**src/rtl/mandelbrot_iter_ctrl.sv**
```systemverilog
// Iteration controller for a Mandelbrot pixel: owns z, c and the iteration count,
// and drives an external combinational z^2+c datapath one step per cycle.
module mandelbrot_iter_ctrl #(
    parameter int FIXED_POINT_WIDTH = 16,
    parameter int ITER_WIDTH        = 8,
    parameter int MAX_ITER          = 255
) (
    input  logic                         clk,
    input  logic                         nrst,
    input  logic                         start_valid,
    output logic                         start_ready,
    input  logic [FIXED_POINT_WIDTH-1:0] c_real,
    input  logic [FIXED_POINT_WIDTH-1:0] c_imaginary,
    input  logic                         abort,
    output logic [FIXED_POINT_WIDTH-1:0] z_real,
    output logic [FIXED_POINT_WIDTH-1:0] z_imaginary,
    output logic [FIXED_POINT_WIDTH-1:0] dp_c_real,
    output logic [FIXED_POINT_WIDTH-1:0] dp_c_imaginary,
    input  logic [FIXED_POINT_WIDTH-1:0] new_z_real,
    input  logic [FIXED_POINT_WIDTH-1:0] new_z_imaginary,
    input  logic                         is_mandelbrot,
    output logic                         result_valid,
    input  logic                         result_ready,
    output logic [ITER_WIDTH-1:0]        iter_count,
    output logic                         escaped,
    output logic                         busy
);

    // Handshakes: a transfer happens on a rising edge where valid and ready are both 1;
    // ready depends only on the controller state, never on the partner's valid.

    localparam logic [ITER_WIDTH-1:0] MAX_COUNT = ITER_WIDTH'(MAX_ITER);

    typedef enum logic [1:0] {
        IDLE = 2'd0,
        ITER = 2'd1,
        DONE = 2'd2
    } state_t;

    state_t                state;
    state_t                next_state;
    logic [ITER_WIDTH-1:0] count;
    logic                  accept;
    logic                  update;
    logic                  finish;

    always_ff @(posedge clk or negedge nrst) begin
        if (!nrst) begin
            state <= IDLE;
        end else begin
            state <= next_state;
        end
    end

    always_comb begin
        next_state = state;
        accept     = 1'b0;
        update     = 1'b0;
        finish     = 1'b0;
        case (state)
            IDLE: begin
                if (start_valid) begin
                    accept     = 1'b1;
                    next_state = ITER;
                end
            end
            ITER: begin
                // abort beats escape, escape beats the iteration limit
                if (abort) begin
                    next_state = IDLE;
                end else if (!is_mandelbrot || count == MAX_COUNT) begin
                    finish     = 1'b1;
                    next_state = DONE;
                end else begin
                    update = 1'b1;
                end
            end
            DONE: begin
                if (result_ready) begin
                    next_state = IDLE;
                end
            end
            default: next_state = IDLE;
        endcase
    end

    always_ff @(posedge clk or negedge nrst) begin
        if (!nrst) begin
            z_real         <= '0;
            z_imaginary    <= '0;
            dp_c_real      <= '0;
            dp_c_imaginary <= '0;
            count          <= '0;
            iter_count     <= '0;
            escaped        <= 1'b0;
        end else begin
            if (accept) begin
                dp_c_real      <= c_real;
                dp_c_imaginary <= c_imaginary;
                z_real         <= '0;
                z_imaginary    <= '0;
                count          <= '0;
            end
            if (update) begin
                z_real      <= new_z_real;
                z_imaginary <= new_z_imaginary;
                count       <= count + 1'b1;
            end
            // count equals MAX_ITER whenever the limit ends the point
            if (finish) begin
                iter_count <= count;
                escaped    <= !is_mandelbrot;
            end
        end
    end

    assign start_ready  = (state == IDLE);
    assign result_valid = (state == DONE);
    assign busy         = (state != IDLE);

endmodule

```
**config.mk**
```make
export PLATFORM = sky130hd
export DESIGN_NAME = mandelbrot_iter_ctrl
export DESIGN_NICKNAME = d
export VERILOG_FILES = /design/src/rtl/mandelbrot_iter_ctrl.sv
export SDC_FILE = /design/constraint.sdc
export NUM_CORES = 1
export LEC_CHECK = 0
export BUFFER_PORTS_ARGS = -buffer_cell sky130_fd_sc_hd__buf_2
export CELL_PAD_IN_SITES_DETAIL_PLACEMENT = 0
export CELL_PAD_IN_SITES_GLOBAL_PLACEMENT = 1
export CORE_MARGIN = 10
export CORE_UTILIZATION = 32
export DETAILED_ROUTE_END_ITERATION = 7
export PLACE_DENSITY = 0.83
export SLEW_MARGIN = 20
export SYNTH_ARGS = -nofsm -noshare
export SYNTH_HDL_FRONTEND = slang
export SYNTH_SLANG_ARGS = --single-unit
```
**constraint.sdc**
```tcl
create_clock -name clk -period 1.69 [get_ports clk]
set_input_delay 0.169 -clock clk [delete_from_list [all_inputs] [get_ports clk]]
set_output_delay 0.169 -clock clk [all_outputs]
set_load 0.005 [all_outputs]
```
; Word-level counts from Yosys, hierarchy flattened
; Index checks and enable logic that the tools add are counted.
[classes]
add_sub_neg = 1
eq_ne = 6
mux = 18
reduce_logical = 6
[op_table]
columns = operator, n
row1 = 16-bit 2-to-1 mux, 3
row2 = 8-bit 2-to-1 mux, 2
row3 = "8-bit by 1-bit adder with 8-bit output, second input constant", 1
row4 = "8-bit equality test, second input constant", 1
row5 = 1-bit 2-to-1 mux, 8
row6 = 2-bit 2-to-1 mux, 4
row7 = 2-bit one-hot mux with 3 select lines, 1
row8 = 2-bit nonzero test, 2
row9 = "3-bit != test, second input constant", 1
row10 = 3-bit AND reduction, 1
row11 = "2-bit by 1-bit equality test with 1-bit output, second input constant", 1
row12 = "2-bit equality test, second input constant", 1
row13 = 2-bit logical NOT, 1
row14 = "2-bit by 1-bit != test with 1-bit output, second input constant", 1
row15 = "2-bit != test, second input constant", 1
row16 = 1-bit logical NOT, 1
row17 = 1-bit logical OR, 1
[totals]
regBits = 83
input_bits = 70
output_inout_bits = 76
wordCells = 39

; Longest topological paths before layout
[depth]
ltp_word = 6
mapped_depth = 7

; Worst setup path after synthesis
; Ideal clock, no wire load.
[synth_path]
path_kind = flip-flop to flip-flop
startpoint = register count[0]
endpoint = register iter_count[0]
arrival_time_ns = 1.484
t_required_ns = 1.565
path_slack_ns = 0.082
stages_incl_launch_ff = 6
synth_period_minus_slack_ns = 1.608
path_cell_list = dfrtp_1 -> ha_1 -> nand3_1 -> o21ai_0 -> nand2_1 -> mux2_2
[synth_via]
elab_chain_len = 5
[synth_lines]
columns = item, line_no
row1 = from (decl), 42  ; logic [ITER_WIDTH-1:0] count;
row2 = from (signal assigned), 107  ; count <= count + 1'b1;
row3 = 8-bit equality test, 71  ; end else if (!is_mandelbrot || count == MAX_COUNT) begin
row4 = 1-bit logical OR, 71
row5 = 1-bit 2-to-1 mux, 71
row6 = 1-bit 2-to-1 mux, 69  ; if (abort) begin
row7 = 1-bit 2-to-1 mux, 60  ; case (state)
row8 = to (signal assigned), 111  ; iter_count <= count;
row9 = to (decl), 24  ; output logic [ITER_WIDTH-1:0] iter_count,
; Several ways; a longest one is shown, not always the timed one.
; A chain may end at the register's enable or synchronous reset.

; Final worst setup path
[layout_path]
startpoint = register state[1]
endpoint = register count[2]
[layout_via]
elab_chain_len = 3
[layout_lines]
columns = item, line_no
row1 = from (decl), 40  ; state_t state;
row2 = from (signal assigned), 51  ; state <= next_state;
row3 = 2-bit by 1-bit equality test with 1-bit output or 2-bit logical NOT (tied branches), 60
row4 = 1-bit 2-to-1 mux, 60
row5 = 8-bit 2-to-1 mux or 2-bit nonzero test (tied branches), -
; Several ways; a longest one is shown, not always the timed one.

==> reports/summary.txt <==
Status -> complete, no violations
Max capacitance violation total -> 0
Layout cells sized above 1 -> 0.474
Post-Syn Instances -> 282
Hold_sp -> new_z_real[15]
CTS tree -> yes
Detailed-router iteration count before antenna repair -> 4
1st-iter DRT viols -> 183
Total power -> 4.93 mW
Initial antenna violation count -> 1
Dpl hpwl -> 6970 µm
Num rows -> 37
Hold Slack -> 0.0171 ns
Placeable core area -> 10200 µm²
First-pass GRT wire length -> 14700 µm
Number of synthesized flops with an enable pin -> 0
Worst VDD drop -> 0.406 mV
RSZ-0062 raised after global routing -> true
Dpl cell area -> 4310 µm²
All-Layer GR Usage -> 0.122
Fin nets -> 541
Routed via count -> 2768
Area leader, netlist -> dfrtp_1
Fin. Hold Viols -> 0
Asr flop ratio synth -> 1.00
Skew final -> 0.00472 ns
Reg2Reg Depth -> 4
Most frequent cells after synthesis -> 83 x dfrtp_1, 70 x nand2_1, 40 x mux2_2, 40 x nand3_1, 8 x buf_2
Yosys Warn Count -> 0
Die width -> 122 µm
Hold Crit Class -> in -> reg
Leak pwr -> 2.59 nW
Tightest Pin Transition -> 0.436 ns
Critical path arrival -> 1.87 ns
Register bit total from synthesis -> 83
GRT overflow -> 0
Root Driver -> clkbuf_8
FMAX -> 613 MHz
Die height -> 122 µm
Finished Cell Area -> 4780 µm²
Initial core utilization -> 0.325
Worst-skew pair later-pin latency -> 0.35 ns
P&R area growth vs syn -> 43.5%
Mean post-synth cell area -> 11.8 µm²
R2r setup slk -> 0.06 ns
H-tree depth -> 3
Critical Path Sink Type -> register
FF-to-FF Start -> state[1]
Period Utilization, post-route -> 0.966
Routed length per placed instance -> 15.4 µm
Slew HR -> 0.709
Kind of critical path -> reg -> reg
Fin util -> 0.467
Routed Antenna Nets -> 0
Global placer's final weighted congestion -> 0.802
Most common cell in the netlist -> dfrtp_1
Post-synth top area share -> 0.624
Synth top area cells -> dfrtp_1 62%, mux2_2 14%, nand2_1 7.9%, nand3_1 6.0%, buf_2 1.2%
Reg clk slew, reported paths -> 0.08 ns
PD cells -> 1030 nW/µm²
TritonCTS Buffers -> 9
Synth Flop Type -> dfrtp_1
Final Max Slew Viols -> 0
Hold EP -> z_real[15]
Startpoint class of the critical path -> register
FF-to-FF End -> count[2]
Mapped cell area -> 3330 µm²
Vias per cell -> 4.52
IO Count -> 146
Final setup viols -> 0
CTS sink cnt -> 83
Min cycle time layout -> 1.63 ns
Worst Hold Depth -> 3
Post-synth cell types -> 26
Syn nets -> 353
Die Area -> 14900 µm²
WL final -> 9420 µm
Residual DRC -> 0
CTS Buffer Depth -> 2
Vias in the first global route -> 2938
Sequential share of the synthesized area -> 0.624
PortBufs -> 145
Crit-path max FO -> 5
Largest net degree at the start of global routing -> 41
Worst EP required -> 1.93 ns
## power breakdown
group | internal, mW | switching (mW) | leakage [nW]
Clock | 0.530 | 0.678 | 0.0812
Combinational | 0.662 | 0.549 | 1.44
Sequential | 2.34 | 0.174 | 1.07
Total | 3.53 | 1.40 | 2.59
## layout make-up
class,count,area [µm²]
inverter,4,15.0
sequential,83,2080
multi-input combinational,181,1180
tap,136,170
timing repair buffer,191,1180
antenna,1,2.50
clock inverter,3,15.0
clock buffer,13,139
fill,954,5450
## layer usage
metal  track usage  vias up  routed length, µm
li1              -     1336                  -
met1         0.141     1325               3680
met2         0.199       96               4770
met3        0.0389       11                812
met4        0.0626        0                162
met5             0        -                  0
## through the flow
| stage | TNS [ns] | std cells | setup slack [ns] |
|---|---|---|---|
| after CTS | 0 | 607 | 0.0491 |
| final | 0 | 612 | 0.0574 |
| after floorplan | 0 | 282 | 0.0816 |
| after global placement | 0 | 565 | 0.0636 |
| after detailed placement | 0 | 565 | 0.00529 |
| after global routing | -0.0178 | 611 | -0.00677 |
## cells by family (layout without fill, tap and decap cells)
logic type,Yosys count,count (layout),share of synthesized area
and+or+nand+nor,122,122,0.166
muxes,40,40,0.135
DFF,83,83,0.624
buffers and inverters,19,211,0.0289
AOI/OAI and AO/OA,16,17,0.0391
adders and majority gates,1,1,0.00376
xor gates and xnor gates,1,1,0.00263
other,0,1,0
## flip-flops by register name, summed over array words and instances, names as in the netlist
| register | count |
|---|---|
| iter_count | 8 |
| dp_c_imaginary | 16 |
| count | 8 |
| z_imaginary | 16 |
| z_real | 16 |
| state | 2 |
| dp_c_real | 16 |
| escaped | 1 |
## placed cells by master (no fill, tap or decap), drive strengths merged
| cell type | instances |
|---|---|
| inv | 4 |
| o211ai | 4 |
| mux2 | 40 |
| nor2 | 2 |
| nand2 | 70 |
| nand4 | 1 |
| a21oi | 1 |
| a221o | 1 |
| or4 | 2 |
| and3 | 1 |
| nand3 | 40 |
| diode | 1 |
| nor3b | 3 |
| buf | 165 |
| o211a | 1 |
| clkbuf | 13 |
| a211o | 2 |
| ha | 1 |
| dfrtp | 83 |
| a22o | 2 |
| nor3 | 2 |
| xnor2 | 1 |
| o21ai | 6 |
| nand2b | 1 |
| clkinv | 3 |
| dlygate4sd3 | 26 |
## how the worst max path moves through the flow
stage / from / end / slack (ns) / depth (start not counted)
floorplan: count[0] / iter_count[0] / 0.08 / 5
global placement: count[0] / iter_count[6] / 0.06 / 5
detailed placement: count[0] / iter_count[7] / 0.005 / 5
CTS: state[1] / count[7] / 0.05 / 4
global route: state[1] / count[6] / -0.007 / 4
finish: state[1] / count[2] / 0.06 / 4
## repair_timing
action,CTS,global route
hold endpoints to repair,54,0
hold buffers,26,0
gates resized for setup,1,3
cloned,0,1
pin swaps,0,2
buffers inserted,0,3
setup endpoints to repair,1,31
## worst max-delay path, cell delays in order (launching register included)
cell and delay [ns]:
dfrtp_1 0.42, nor3b_4 0.35, o211a_1 0.34, a21oi_2 0.10, a211o_1 0.30
Note: power is estimated with default switching activity, not from simulation.
